`src/rtl/mat_seq_ctrl.sv`:
```
`default_nettype none
// ============================================================================
// Module      : mat_seq_ctrl
// Description : Job sequencer for a matrix engine. Runs X-buffer load, then an
//               ALU pass, then streams N_WORDS result words from SRAM to the
//               host over a valid/ready output port.
//               Optional watchdog: define MAT_SEQ_WDOG_EN to add a stall
//               counter and an ERR state that drives o_err.
// Revision    : 1.0 - initial release
// ============================================================================
module mat_seq_ctrl #(
  parameter int N_WORDS     = 32,
  parameter int TIMEOUT_CYC = 1023
) (
  input  logic        clk,
  input  logic        rst_n,
  input  logic        i_start,
  input  logic        i_abort,
  input  logic        i_xload_done,
  input  logic        i_alu_done,
  input  logic        i_ry,
  input  logic [31:0] i_read_data,
  input  logic        i_out_ready,
  output logic        o_input_load_en,
  output logic        o_alu_en,
  output logic        o_cs_n,
  output logic [7:0]  o_rd_addr,
  output logic [31:0] o_out_data,
  output logic        o_out_valid,
  output logic        o_busy,
  output logic        o_done,
  output logic        o_err
);

  // Parameter sanity checks, evaluated at elaboration only.
  if (N_WORDS < 1 || N_WORDS > 256) begin : g_bad_n_words
    $error("mat_seq_ctrl: N_WORDS must be in 1..256");
  end
  if (TIMEOUT_CYC < 1 || TIMEOUT_CYC > 1023) begin : g_bad_timeout
    $error("mat_seq_ctrl: TIMEOUT_CYC must be in 1..1023");
  end

  localparam logic [7:0] c_LAST_ADDR = 8'(N_WORDS - 1);

  typedef enum logic [2:0] {
    S_IDLE    = 3'd0,
    S_LOAD    = 3'd1,
    S_CALC    = 3'd2,
    S_RD_REQ  = 3'd3,
    S_RD_WAIT = 3'd4,
    S_RD_OUT  = 3'd5,
    S_DONE    = 3'd6
`ifdef MAT_SEQ_WDOG_EN
    , S_ERR   = 3'd7
`endif
  } state_t;

  state_t      r_state;
  state_t      w_state_nxt;
  logic [7:0]  r_rd_addr;
  logic [31:0] r_out_data;
  logic        r_out_valid;

`ifdef MAT_SEQ_WDOG_EN
  localparam logic [9:0] c_WDOG_LAST = 10'(TIMEOUT_CYC - 1);

  logic [9:0] r_wdog;
  logic       w_wdog_cnt_st;
  logic       w_wdog_trip;

  // Only the states that wait on an external handshake are policed.
  assign w_wdog_cnt_st = (r_state == S_LOAD) || (r_state == S_CALC) ||
                         (r_state == S_RD_WAIT);
  // Trip on the cycle in which the TIMEOUT_CYC-th waiting cycle completes.
  assign w_wdog_trip   = w_wdog_cnt_st && (r_wdog == c_WDOG_LAST);

  // Watchdog counter: restarts on every state change, advances while waiting.
  always_ff @(posedge clk or negedge rst_n) begin
    if (!rst_n) begin
      r_wdog <= 10'd0;
    end else if (w_state_nxt != r_state) begin
      r_wdog <= 10'd0;
    end else if (w_wdog_cnt_st && !w_wdog_trip) begin
      r_wdog <= r_wdog + 10'd1;
    end
  end
`endif

  // State register.
  always_ff @(posedge clk or negedge rst_n) begin
    if (!rst_n) begin
      r_state <= S_IDLE;
    end else begin
      r_state <= w_state_nxt;
    end
  end

  // Next-state logic; abort outranks every other transition condition.
  always_comb begin
    w_state_nxt = r_state;
    if (r_state != S_IDLE && i_abort) begin
      w_state_nxt = S_IDLE;
    end else begin
      case (r_state)
        S_IDLE:    if (i_start)      w_state_nxt = S_LOAD;
        S_LOAD:    if (i_xload_done) w_state_nxt = S_CALC;
        S_CALC:    if (i_alu_done)   w_state_nxt = S_RD_REQ;
        S_RD_REQ:                    w_state_nxt = S_RD_WAIT;
        S_RD_WAIT: if (i_ry)         w_state_nxt = S_RD_OUT;
        S_RD_OUT: begin
          if (i_out_ready) begin
            w_state_nxt = (r_rd_addr < c_LAST_ADDR) ? S_RD_REQ : S_DONE;
          end
        end
        S_DONE:                      w_state_nxt = S_IDLE;
`ifdef MAT_SEQ_WDOG_EN
        S_ERR:     if (i_start)      w_state_nxt = S_IDLE;
`endif
        default:                     w_state_nxt = S_IDLE;
      endcase
`ifdef MAT_SEQ_WDOG_EN
      // A stall only trips if the awaited event has not arrived this cycle.
      if (w_wdog_trip && w_state_nxt == r_state) begin
        w_state_nxt = S_ERR;
      end
`endif
    end
  end

  // Readback datapath: address walk, result capture and output valid.
  always_ff @(posedge clk or negedge rst_n) begin
    if (!rst_n) begin
      r_rd_addr   <= 8'd0;
      r_out_data  <= 32'd0;
      r_out_valid <= 1'b0;
    end else if (w_state_nxt == S_IDLE) begin
      // Any return to IDLE (done, abort, error exit) leaves a clean port.
      r_rd_addr   <= 8'd0;
      r_out_valid <= 1'b0;
    end else begin
      case (r_state)
        S_CALC: begin
          if (i_alu_done) begin
            r_rd_addr <= 8'd0;
          end
        end
        S_RD_WAIT: begin
          if (i_ry) begin
            r_out_data  <= i_read_data;
            r_out_valid <= 1'b1;
          end
        end
        S_RD_OUT: begin
          if (i_out_ready) begin
            r_out_valid <= 1'b0;
            if (r_rd_addr < c_LAST_ADDR) begin
              r_rd_addr <= r_rd_addr + 8'd1;
            end
          end
        end
        default: begin
        end
      endcase
    end
  end

  // Control outputs decode directly from the registered state.
  assign o_input_load_en = (r_state == S_LOAD);
  assign o_alu_en        = (r_state == S_CALC);
  assign o_cs_n          = !((r_state == S_RD_REQ) || (r_state == S_RD_WAIT));
  assign o_busy          = (r_state != S_IDLE);
  assign o_done          = (r_state == S_DONE);
  assign o_rd_addr       = r_rd_addr;
  assign o_out_data      = r_out_data;
  assign o_out_valid     = r_out_valid;
`ifdef MAT_SEQ_WDOG_EN
  assign o_err           = (r_state == S_ERR);
`else
  assign o_err           = 1'b0;
`endif

endmodule
`default_nettype wire

```
`config.mk`:
```
export PLATFORM = sky130hd
export DESIGN_NAME = mat_seq_ctrl
export DESIGN_NICKNAME = d
export VERILOG_FILES = /design/src/rtl/mat_seq_ctrl.sv
export SDC_FILE = /design/constraint.sdc
export NUM_CORES = 1
export LEC_CHECK = 0
export CORE_MARGIN = 2
export CORE_UTILIZATION = 42
export CTS_CLUSTER_SIZE = 30
export DETAILED_ROUTE_END_ITERATION = 8
export PLACE_DENSITY_LB_ADDON = 0.25
export SLEW_MARGIN = 20
export SYNTH_ARGS = -nofsm -noshare
export SYNTH_HDL_FRONTEND = slang
export SYNTH_SLANG_ARGS = --single-unit
```
`constraint.sdc`:
```
create_clock -name clk -period 1.9 [get_ports clk]
set_clock_uncertainty 0.1 [all_clocks]
set_input_delay 0.19 -clock clk [delete_from_list [all_inputs] [get_ports clk]]
set_output_delay 0.19 -clock clk [all_outputs]
set_load 0.02 [all_outputs]
```
==> results.ini, run 1 <==
[detailed_routing]
first_pass_iters=4
drtIter0Drc=97
wl_mm=4.40
drc_errors=0
num_vias=1507
ant_nets=0
routed_via_density=5.14
detail_route.wl_per_cell_um=15.0

[pwr]
vdd_drop_max_mv=0.650
p_leak_nw=1.34
finalPower_mw=3.95
p_per_area_nw_per_um2=1310

[synth]
synth_most_common_cell=dfrtp_1
async_flop_share=1.00
yosys_register_bits=44
syn_area_sq_um=2040
syn_nets=190
yosys-top-cells-count=dfrtp_1, mux2_2, nand2_1
synth_warnings=0
synth.top_cell.area_share=0.541
netlist-cell-type-count=43
syn_avg_cell_area_sq_um=13.7
synth-edff-count=0
yosys.area.top_type=dfrtp_1
synth_area_leaders=dfrtp_1, mux2_2, buf_6
yosysSeqAreaShare=0.541
syn_inst=149
synthFlopType=dfrtp_1

[placement]
gp_congestion=0.813
place_ws_ns=0.123
io_buffers=85
dp_hpwl_mm=3.30

[floorplanning]
chipWidth_um=73.6
ioPinCount=87
rows=25
core_sq_um=4690
start_util=0.434
chipHeight_um=73.6
dieArea_sq_um=5420

[sta]
post-route-period-util=0.932
finalSetupViolCount=0
layout_min_cycle_time_ns=1.77
setup_ws_ns=0.128
maxSlewViolCount=0
timing.hold.ws_ns=0.281
rsz0062_at_grt=no
fmaxAchievable_ghz=0.564
finalHoldViolCount=0
tns_ns=0

[clocking]
post-cts-setup-buffers=0
cts_buffer_depth=2
clkSlewWorstSetupHoldPaths_ns=0.08
clkSinkCount=44
cts_root_buffer=clkbuf_8
clk_latency_ns=0.29
h-tree-depth=2
cts_buffers=5
cts_tree=done

[min_path]
hp-class=in2async

[worst_setup_path]
startpoint=r_state[0]
path_class=reg2out
rrSetupSlack_ns=0.17
worstPathMaxFanout=6
r2r-end=o_rd_addr[2]
crit_path_end=o_cs_n
arrival_ns=1.48
reg2reg_from=r_state[0]
cp.required_ns=1.61
rr_worst_depth=5
critPathCaptureType=output pin
startpoint_type=register

[layout]
fin_nets=280
area_growth_pct=48.3
diodes=0
final_layout_size_suffix_gt1_frac=0.251
n_fill_cell=384
finish.utilization=0.644

[global_routing]
grt_pass1_vias=1400
grt_start_max_net_pins=28
grt_pass1_wl_mm=6.96
track_usage=0.172
antenna_found_initial=0
grt_overflow=0

[job]
drv_cap=0

[status]
status=finished, final reports clean

metrics by stage:
| step | area [sq um] | instances |
|---|---|---|
| floorplan | 2040 | 149 |
| global placement | 2940 | 285 |
| detailed placement | 2940 | 285 |
| CTS | 3020 | 293 |
| global route | 3020 | 293 |
| finish | 3020 | 293 |
cell type report:
class                      instances  area (sq um)  share of cell area
multi-input combinational         94           843               0.279
inverter                           2          7.51             0.00248
clock inverter                     2          12.5             0.00414
timing repair buffer              92           920               0.304
clock buffer                       5          68.8              0.0228
sequential                        44          1100               0.365
tap                               54          67.6              0.0224
placed cells by master, fill, tap and decap left out, types with 2 or more instances in the layout:
cell and n:
a21oi_1 3, a31oi_1 3, and2_1 2, and3_1 3
buf_12 2, buf_4 4, clkbuf_8 5, clkdlybuf4s50_1 79
dfrtp_1 43, dlygate4sd2_1 5, inv_1 2, mux2_1 5
mux2_2 27, nand2_1 7, nand3_1 3, nor2_1 5
nor3_1 3, nor3_2 3, nor3b_2 2, o21ai_1 2
o22ai_2 2
how the worst min path moves through the flow:
stage,startpoint,slack [ns],cells after the start,end
after floorplan,rst_n,-0.21,0,o_out_data[0]
after global placement,rst_n,0.06,1,r_state[1]
after detailed placement,rst_n,0.07,1,r_state[1]
after CTS,rst_n,0.27,2,o_rd_addr[4]
after global routing,rst_n,0.30,2,o_rd_addr[4]
final,rst_n,0.28,2,o_rd_addr[4]
metal layers:
metal,part of all wire,global-route usage,routed length (um),vias to the layer above
met5,0,0,0,-
met4,0.012,0.0545,53,0
met3,0.065,0.0590,288,7
met2,0.48,0.260,2090,54
li1,-,-,-,709
met1,0.45,0.233,1960,737
logic make-up (layout without fill, tap and decap cells):
group | Yosys count | after routing | synth area share
and+or+nand+nor | 38 | 38 | 0.130
DFF | 44 | 44 | 0.541
other | 1 | 1 | 0.00184
adders and majority gates | 1 | 1 | 0.00614
AOI/OAI and AO/OA | 20 | 20 | 0.0872
muxes | 34 | 34 | 0.189
buffers and inverters | 11 | 101 | 0.0455
state kept, by name, indices dropped and copies added (netlist names):
register / count
r_state: 3
o_rd_addr: 8
o_out_valid: 1
o_out_data: 32
worst max-delay path, cell delays in order (launching register included):
cell           delay, ns
dfrtp_2             0.43
inv_1               0.10
nor3_1              0.28
a21oi_1             0.06
dlygate4sd2_1       0.33
timing repair:
item                                    in CTS  in global routing
hold endpoints to repair                    17                  0
endpoints found under the setup margin       5                  0
gates resized for setup                      6                  0
hold buffers                                 1                  0
where the power goes:
| group | switching (mW) | leakage, nW | internal (mW) |
|---|---|---|---|
| sequential | 0.162 | 0.584 | 1.24 |
| combinational | 0.977 | 0.719 | 1.02 |
| clock | 0.301 | 0.0400 | 0.249 |
| total | 1.44 | 1.34 | 2.51 |
Power figures use the tool's default switching activity.
==> inputs of run 2 (changes only) <==
Settings changed: HOLD_SLACK_MARGIN from default to 0.03.
==> results of run 2 <==
Same layout as run 1: the final DEF is identical, and so are final timing and power.
